[src/rtl/e1_track_epoch_ctrl_pkg.sv]
// Shared tracking definitions: epoch-controller state encoding and default sizing.
package e1_track_epoch_ctrl_pkg;

    localparam int DSIZE_DEF     = 32;
    localparam int NUM_ACCUM_DEF = 6;
    localparam int CNT_W_DEF     = 16;
    localparam int ACC_LAT_DEF   = 2;

    typedef enum logic [2:0] {
        ST_IDLE  = 3'd0,
        ST_START = 3'd1,
        ST_RUN   = 3'd2,
        ST_DRAIN = 3'd3,
        ST_HOLD  = 3'd4
    } state_t;

endpackage

[src/rtl/e1_track_epoch_ctrl.sv]
// Integration-epoch controller: gates mixer samples into the resampler for N samples,
// waits for the accumulators to settle, then holds the latched I/Q results until consumed.
module e1_track_epoch_ctrl
    import e1_track_epoch_ctrl_pkg::*;
#(
    parameter int DSIZE     = DSIZE_DEF,
    parameter int NUM_ACCUM = NUM_ACCUM_DEF,
    parameter int CNT_W     = CNT_W_DEF,
    parameter int ACC_LAT   = ACC_LAT_DEF
) (
    input  logic                       axis_aclk,
    input  logic                       axis_aresetn,
    input  logic                       i_cfg_valid,
    output logic                       o_cfg_ready,
    input  logic [CNT_W-1:0]           i_samples_per_epoch,
    input  logic                       i_continuous,
    input  logic                       i_abort,
    input  logic                       i_mixed_signal_valid,
    output logic                       o_sample_valid,
    output logic                       o_start_tracking_valid,
    output logic                       o_clear,
    output logic                       o_clear_accum,
    input  logic [NUM_ACCUM*DSIZE-1:0] i_accum_i,
    input  logic [NUM_ACCUM*DSIZE-1:0] i_accum_q,
    output logic [NUM_ACCUM*DSIZE-1:0] o_epoch_i,
    output logic [NUM_ACCUM*DSIZE-1:0] o_epoch_q,
    output logic                       o_epoch_valid,
    input  logic                       i_epoch_ready,
    output logic [CNT_W-1:0]           o_epoch_cnt,
    output logic                       o_dropped,
    output logic                       o_busy
);

    localparam logic [CNT_W-1:0] DRAIN_LAST = CNT_W'(ACC_LAT - 1);

    state_t           state;
    logic [CNT_W-1:0] n_reg;
    logic [CNT_W-1:0] count;
    logic             live;
    logic             in_run;
    logic             cfg_fire;
    logic             last_sample;

    // live stays low through reset so the config handshake opens one edge after release
    assign in_run                 = (state == ST_RUN);
    assign o_cfg_ready            = live && (state == ST_IDLE);
    assign cfg_fire               = i_cfg_valid && o_cfg_ready;
    assign o_sample_valid         = in_run && i_mixed_signal_valid;
    assign o_dropped              = live && !in_run && i_mixed_signal_valid;
    assign o_start_tracking_valid = (state == ST_START);
    assign o_clear_accum          = in_run || (state == ST_DRAIN) || (state == ST_HOLD);
    assign o_busy                 = (state != ST_IDLE);
    assign last_sample            = (count == n_reg - CNT_W'(1));

    // count doubles as the sample counter in RUN and the settle timer in DRAIN
    always_ff @(posedge axis_aclk or negedge axis_aresetn) begin
        if (!axis_aresetn) begin
            state         <= ST_IDLE;
            n_reg         <= '0;
            count         <= '0;
            o_epoch_cnt   <= '0;
            o_epoch_i     <= '0;
            o_epoch_q     <= '0;
            o_epoch_valid <= 1'b0;
            o_clear       <= 1'b0;
            live          <= 1'b0;
        end else begin
            live    <= 1'b1;
            o_clear <= 1'b0;
            if (i_abort) begin
                state         <= ST_IDLE;
                o_epoch_valid <= 1'b0;
                o_clear       <= 1'b1;
            end else begin
                unique case (state)
                    ST_IDLE: begin
                        if (cfg_fire && (i_samples_per_epoch != '0)) begin
                            n_reg <= i_samples_per_epoch;
                            state <= ST_START;
                        end
                    end
                    ST_START: begin
                        count <= '0;
                        state <= ST_RUN;
                    end
                    ST_RUN: begin
                        if (i_mixed_signal_valid) begin
                            if (last_sample) begin
                                count <= '0;
                                state <= ST_DRAIN;
                            end else begin
                                count <= count + CNT_W'(1);
                            end
                        end
                    end
                    ST_DRAIN: begin
                        if (count == DRAIN_LAST) begin
                            o_epoch_i     <= i_accum_i;
                            o_epoch_q     <= i_accum_q;
                            o_epoch_valid <= 1'b1;
                            state         <= ST_HOLD;
                        end else begin
                            count <= count + CNT_W'(1);
                        end
                    end
                    ST_HOLD: begin
                        if (i_epoch_ready) begin
                            o_epoch_valid <= 1'b0;
                            o_epoch_cnt   <= o_epoch_cnt + CNT_W'(1);
                            state         <= i_continuous ? ST_START : ST_IDLE;
                        end
                    end
                    default: state <= ST_IDLE;
                endcase
            end
        end
    end

endmodule

[config.mk]
export PLATFORM = sky130hd
export DESIGN_NAME = e1_track_epoch_ctrl
export DESIGN_NICKNAME = d
export VERILOG_FILES = /design/src/rtl/e1_track_epoch_ctrl_pkg.sv /design/src/rtl/e1_track_epoch_ctrl.sv
export SDC_FILE = /design/constraint.sdc
export NUM_CORES = 1
export LEC_CHECK = 0
export BUFFER_PORTS_ARGS = -buffer_cell sky130_fd_sc_hd__buf_2
export CAP_MARGIN = 20
export CORE_AREA = 2 2 317 319
export DETAILED_ROUTE_END_ITERATION = 8
export DIE_AREA = 0 0 319 321
export GPL_TIMING_DRIVEN = 0
export PLACE_DENSITY_LB_ADDON = 0.1
export SLEW_MARGIN = 40
export SYNTH_ARGS = -nofsm -noshare
export SYNTH_HDL_FRONTEND = slang
export SYNTH_SLANG_ARGS = --single-unit
[constraint.sdc]
create_clock -name axis_aclk -period 3.1 [get_ports axis_aclk]
set_clock_uncertainty 0.2 [all_clocks]
set_input_delay 0.62 -clock axis_aclk [delete_from_list [all_inputs] [get_ports axis_aclk]]
set_output_delay 0.62 -clock axis_aclk [all_outputs]
set_load 0.005 [all_outputs]
### Yosys cells after proc, flatten, opt, wreduce, memory -nomap -nowiden

Index checks and enable logic that the tools add are counted.
W data, S select, Z words.

| cells by class | value |
|---|---|
| add/sub/neg operators | 3 |
| equal/unequal tests | 13 |
| muxes and demuxes | 17 |
| bitwise logic cells | 1 |
| reduce and logical (&&, ||, !) cells | 20 |

Operators by type and width:

| kind | count |
|---|---|
| $mux W16 | 3 |
| $pmux W16 S3 | 1 |
| $add A16 B1 Y16 const B | 2 |
| $mux W3 | 6 |
| $eq A16 B1 Y1 const B | 1 |
| $eq A16 B16 Y1 | 1 |
| $reduce_bool A16 Y1 | 1 |
| $sub A16 B1 Y16 const B | 1 |
| $pmux W3 S5 | 1 |
| $reduce_and A3 Y1 | 4 |
| $ne A3 B2 Y1 const B | 3 |
| $reduce_bool A3 Y1 | 3 |
| $eq A3 B2 Y1 const B | 2 |
| $logic_and A1 B1 Y1 | 6 |
| $ne A3 B3 Y1 const B | 2 |
| $mux W1 | 5 |
| $reduce_and A5 Y1 | 1 |
| $ne A2 B2 Y1 const B | 2 |
| $reduce_and A4 Y1 | 1 |
| $eq A3 B1 Y1 const B | 1 |
| $eq A3 B3 Y1 const B | 1 |
| $logic_not A3 Y1 | 1 |
| $logic_or A1 B1 Y1 | 2 |
| $pmux W1 S2 | 1 |
| 2 further kinds | 2 |

| word-level totals | value |
|---|---|
| bits in registers | 438 |
| bits of input ports | 407 |
| output and inout port bits | 408 |
| word-level logic and storage cells | 63 |

### Logic depth before layout (Yosys ltp)

| depth | value |
|---|---|
| word-level depth | 7 |
| gate-level depth with buffers | 11 |

### Worst setup path before layout

No wires, ideal clock.

| timing path | value |
|---|---|
| path kind | reg-to-reg |
| start point | reg n_reg[4] |
| end point | reg count[2] |
| data arrival time | 2.580 ns |
| required time | 2.770 ns |
| setup slack | 0.189 ns |
| stages on the path, launching flop included | 9 |
| cells stage by stage | dfrtp_1 or4_1 or4_1 a211o_1 a31oi_1 nand4_2 buf_6 a31oi_1 mux2i_1 |

| between the ends | value |
|---|---|
| word-level cells in the longest chain between the ends | 5 |

RTL lines:

| what | RTL line | source |
|---|---|---|
| from (decl) | e1_track_epoch_ctrl.sv:37 | `logic [CNT_W-1:0] n_reg;` |
| from (signal assigned) | e1_track_epoch_ctrl.sv:78 | `n_reg <= i_samples_per_epoch;` |
| $sub A16 B1 Y16 | e1_track_epoch_ctrl.sv:53 | `assign last_sample = (count == n_reg - CNT_W'(1));` |
| $eq A16 B16 Y1 | e1_track_epoch_ctrl.sv:53 |  |
| $mux W16 | e1_track_epoch_ctrl.sv:88 | `if (last_sample) begin` |
| $mux W16 | e1_track_epoch_ctrl.sv:87 | `if (i_mixed_signal_valid) begin` |
| $pmux W16 S3 | e1_track_epoch_ctrl.sv:75 | `unique case (state)` |
| to (signal assigned) | e1_track_epoch_ctrl.sv:92 | `count <= count + CNT_W'(1);` |
| to (signal assigned) | e1_track_epoch_ctrl.sv:103 | `count <= count + CNT_W'(1);` |
| to (decl) | e1_track_epoch_ctrl.sv:38 | `logic [CNT_W-1:0] count;` |

No other way between the ends. The select of a mux whose other input is x is not followed.
A chain may end at the register's enable or synchronous reset.

### Worst setup path in the final report

| timing path | value |
|---|---|
| start point | reg n_reg[4] |
| end point | reg count[8] |

The elaborated chain is that of the path after synthesis.

==> metrics.txt <==
ranking of synthesized cells by area=dfrtp_1 64%, mux2_2 26%, clkbuf_1 1.2%; switching fraction of total power=24.95%; Post-DP HPWL=54470 um; RSZ-0062 raised after global routing=yes; Hold Crit Class=in -> reg; top cell type's share of synthesized area=63.61%; syn_nets=1562; num ports=815; commonest non-fill, non-tap cell in the layout=buf_2; antenna-violating nets left=0; Core ar.=99280 um2; Synth Register Bits=438; WP buf/inv=1; die width=319 um; biggest regs=o_epoch_i (192), o_epoch_q (192); CTS max path bufs=3; Detailed Route WL=69220 um; Yosys top cell by area=dfrtp_1; Critical Path Source=n_reg[4]; IO Port Bufs=814; maximum VDD drop=0.4026 mV; sequential fraction of design power=42.9%; Min-Delay Startpoint=i_accum_i[45]; Starting Density=17.36%; CTS tree=done; ys flop type=dfrtp_1; first-pass GRT wire length=102300 um; die area=102400 um2; hold_ws=0.07427 ns; Worst-Margin Slew=0.6421 ns; Sw Pwr=3643 uW; drt drc=0; final hold violation count=0; r2r startpoint=n_reg[4]; ratio of cells with drive above 1 in the final layout=55.95%; vias in the first global route=16030; Power Internal=10960 uW; sequential area share after synthesis=63.61%; EDFF count, synth=0; clock latency on the worst-skew pair=0.63 ns; leakage power=0.01474 uW; final setup vio count=0; Worst-path clk slew=0.06 ns; Crit. End Element=flop; htree depth=2; Layout area overhead=70.11%; Setup Crit Path Kind=reg -> reg; delay of the slowest critical-path stage=0.58 ns; max_slew headroom=56.83%; Worst path top cell family by delay=simple AND/OR/NAND/NOR gates; Synthesis Warnings=0; CP cell instances=or4_4, or4_4, a211o_1, a31oi_4, nand4_4, buf_6, a31oi_4, mux2i_1; clock network power share=44.4%; routed via count=14380; post-DR vias/cell=3.810; routability cong.=0.7709; worst reg2reg endpoint=count[8]; ys async rst share=100.0%; syn_area_per_cell=14.97 um2; Non-Filler Instances=3775; root buffer cell=clkbuf_16; Place WS=-0.9137 ns; die height=321 um; Worst Hold Depth=2; Synth cell types=47; 1st-iter DRT viols=332; Crit path required time=3.41 ns; Worst Hold End=o_epoch_i[45]; fin crit share=99.91%; largest net degree at the start of global routing=68; combinational power share=12.7%; Max Slew Vio Count=0; CP startpoint kind=flop; setup TNS=0 ns; slowest stage cell on the critical path=or4_4; max_cap viols=0; Final WS setup=0.002731 ns; drt first pass iters=4; Routed wire per std cell=18.34 um; TritonCTS Sinks=438; reg2reg path depth=8; synthesized area=17230 um2; Synth Instances=1151; data arrival time of the worst path=3.41 ns; pwr/cell area=498.0 nW/um2; min Tclk post-route=3.097 ns; initial antenna violation count=8; most frequent cells in the layout=820 x buf_2, 433 x dfrtp_1, 398 x mux2_2, 396 x dlygate4sd3_1, 56 x clkbuf_16; # rows=116; R2R Setup Slk=0.003 ns; total grt overflow=0; Fmax=322.9 MHz; placed insts=3272; Util after Layout=29.53%; final net count=2840; Num CTS Buffers=56; CP max FO=6; status=complete, no violations; Tot GR Track Use=13.21%
synthesized netlist by cell type (all sizes together), types with 4 or more instances:
| cell type | n |
|---|---|
| dfrtp | 438 |
| mux2 | 398 |
| clkbuf | 58 |
| nand2 | 39 |
| nor2 | 24 |
| xnor2 | 20 |
| nand3 | 18 |
| xor2 | 17 |
| nor4 | 15 |
| inv | 13 |
| nand4 | 13 |
| a31oi | 9 |
| nor3 | 9 |
| o21ai | 9 |
| a21oi | 7 |
| and3 | 7 |
| or4 | 6 |
| o211ai | 5 |
| ha | 4 |
| nand2b | 4 |
per-layer routing:
metal	vias to the layer above	part of all wire, %	global-route usage [%]
li1	6645	-	-
met2	512	53	24.39
met3	112	7.6	4.307
met5	-	0.036	0
met1	7107	36	13.92
met4	6	3.4	4.895
cell families after synthesis:
logic type,share of synthesized area (%)
other cells,0.02176
flops,63.61
buf+inv,1.648
compound gates,1.808
fa+ha+maj,0.2905
simple gates,4.618
mux,26.13
xor+xnor,1.881
power groups by stage:
stage          registers [uW]  clock network [uW]  logic (uW)
2_1_floorplan            6350                   0         488
6_report                 6270                6480        1850
3_5_place_dp             6360                   0        1400
3_3_place_gp             6360                   0        1360
5_1_grt                  6310                7020        2030
4_1_cts                  6270                6770        1860
stage by stage:
| step | area [um2] | power, uW |
|---|---|---|
| 2_1_floorplan | 17230 | 6836 |
| 3_3_place_gp | 22930 | 7712 |
| 3_5_place_dp | 23190 | 7757 |
| 4_1_cts | 29160 | 14900 |
| 5_1_grt | 29310 | 15370 |
| 6_report | 29310 | 14600 |
worst register-to-register path, cell delays in order, from the launching register on:
cell and delay (ns):
dfrtp_2 0.44, or4_4 0.58, or4_4 0.55, a211o_1 0.36
a31oi_4 0.19, nand4_4 0.21, buf_6 0.23, a31oi_4 0.15
mux2i_1 0.08
how the worst max path moves through the flow:
stage               slack [ns]  cells after the start              to
global route             -0.07                      9        count[8]
detailed placement       -0.91                      9   o_epoch_i[32]
floorplan                 0.19                      8        count[2]
CTS                     0.0003                      9  o_epoch_q[114]
global placement         -8.55                      1       n_reg[15]
finish                   0.003                      8        count[8]
what timing repair did:
action,4_1_cts,5_1_grt
resized for setup,68,41
pin swaps,4,7
hold buffers,396,0
setup buffers,3,3
setup endpoints to repair,401,378
gates cloned,1,0
hold endpoints to repair,436,0
area by class of cell:
| class | instances | area (um2) |
|---|---|---|
| fillers | 10420 | 69960 |
| flip-flops and latches | 438 | 10970 |
| repair buffers | 1226 | 8343 |
| multi-input cells | 640 | 6162 |
| clock buffers | 86 | 1654 |
| well taps | 1298 | 1624 |
| plain buffers | 54 | 344.1 |
| clock inverters | 15 | 157.7 |
| inverters | 13 | 48.80 |
| diodes | 5 | 12.51 |
Note: power is estimated with default switching activity, not from simulation.
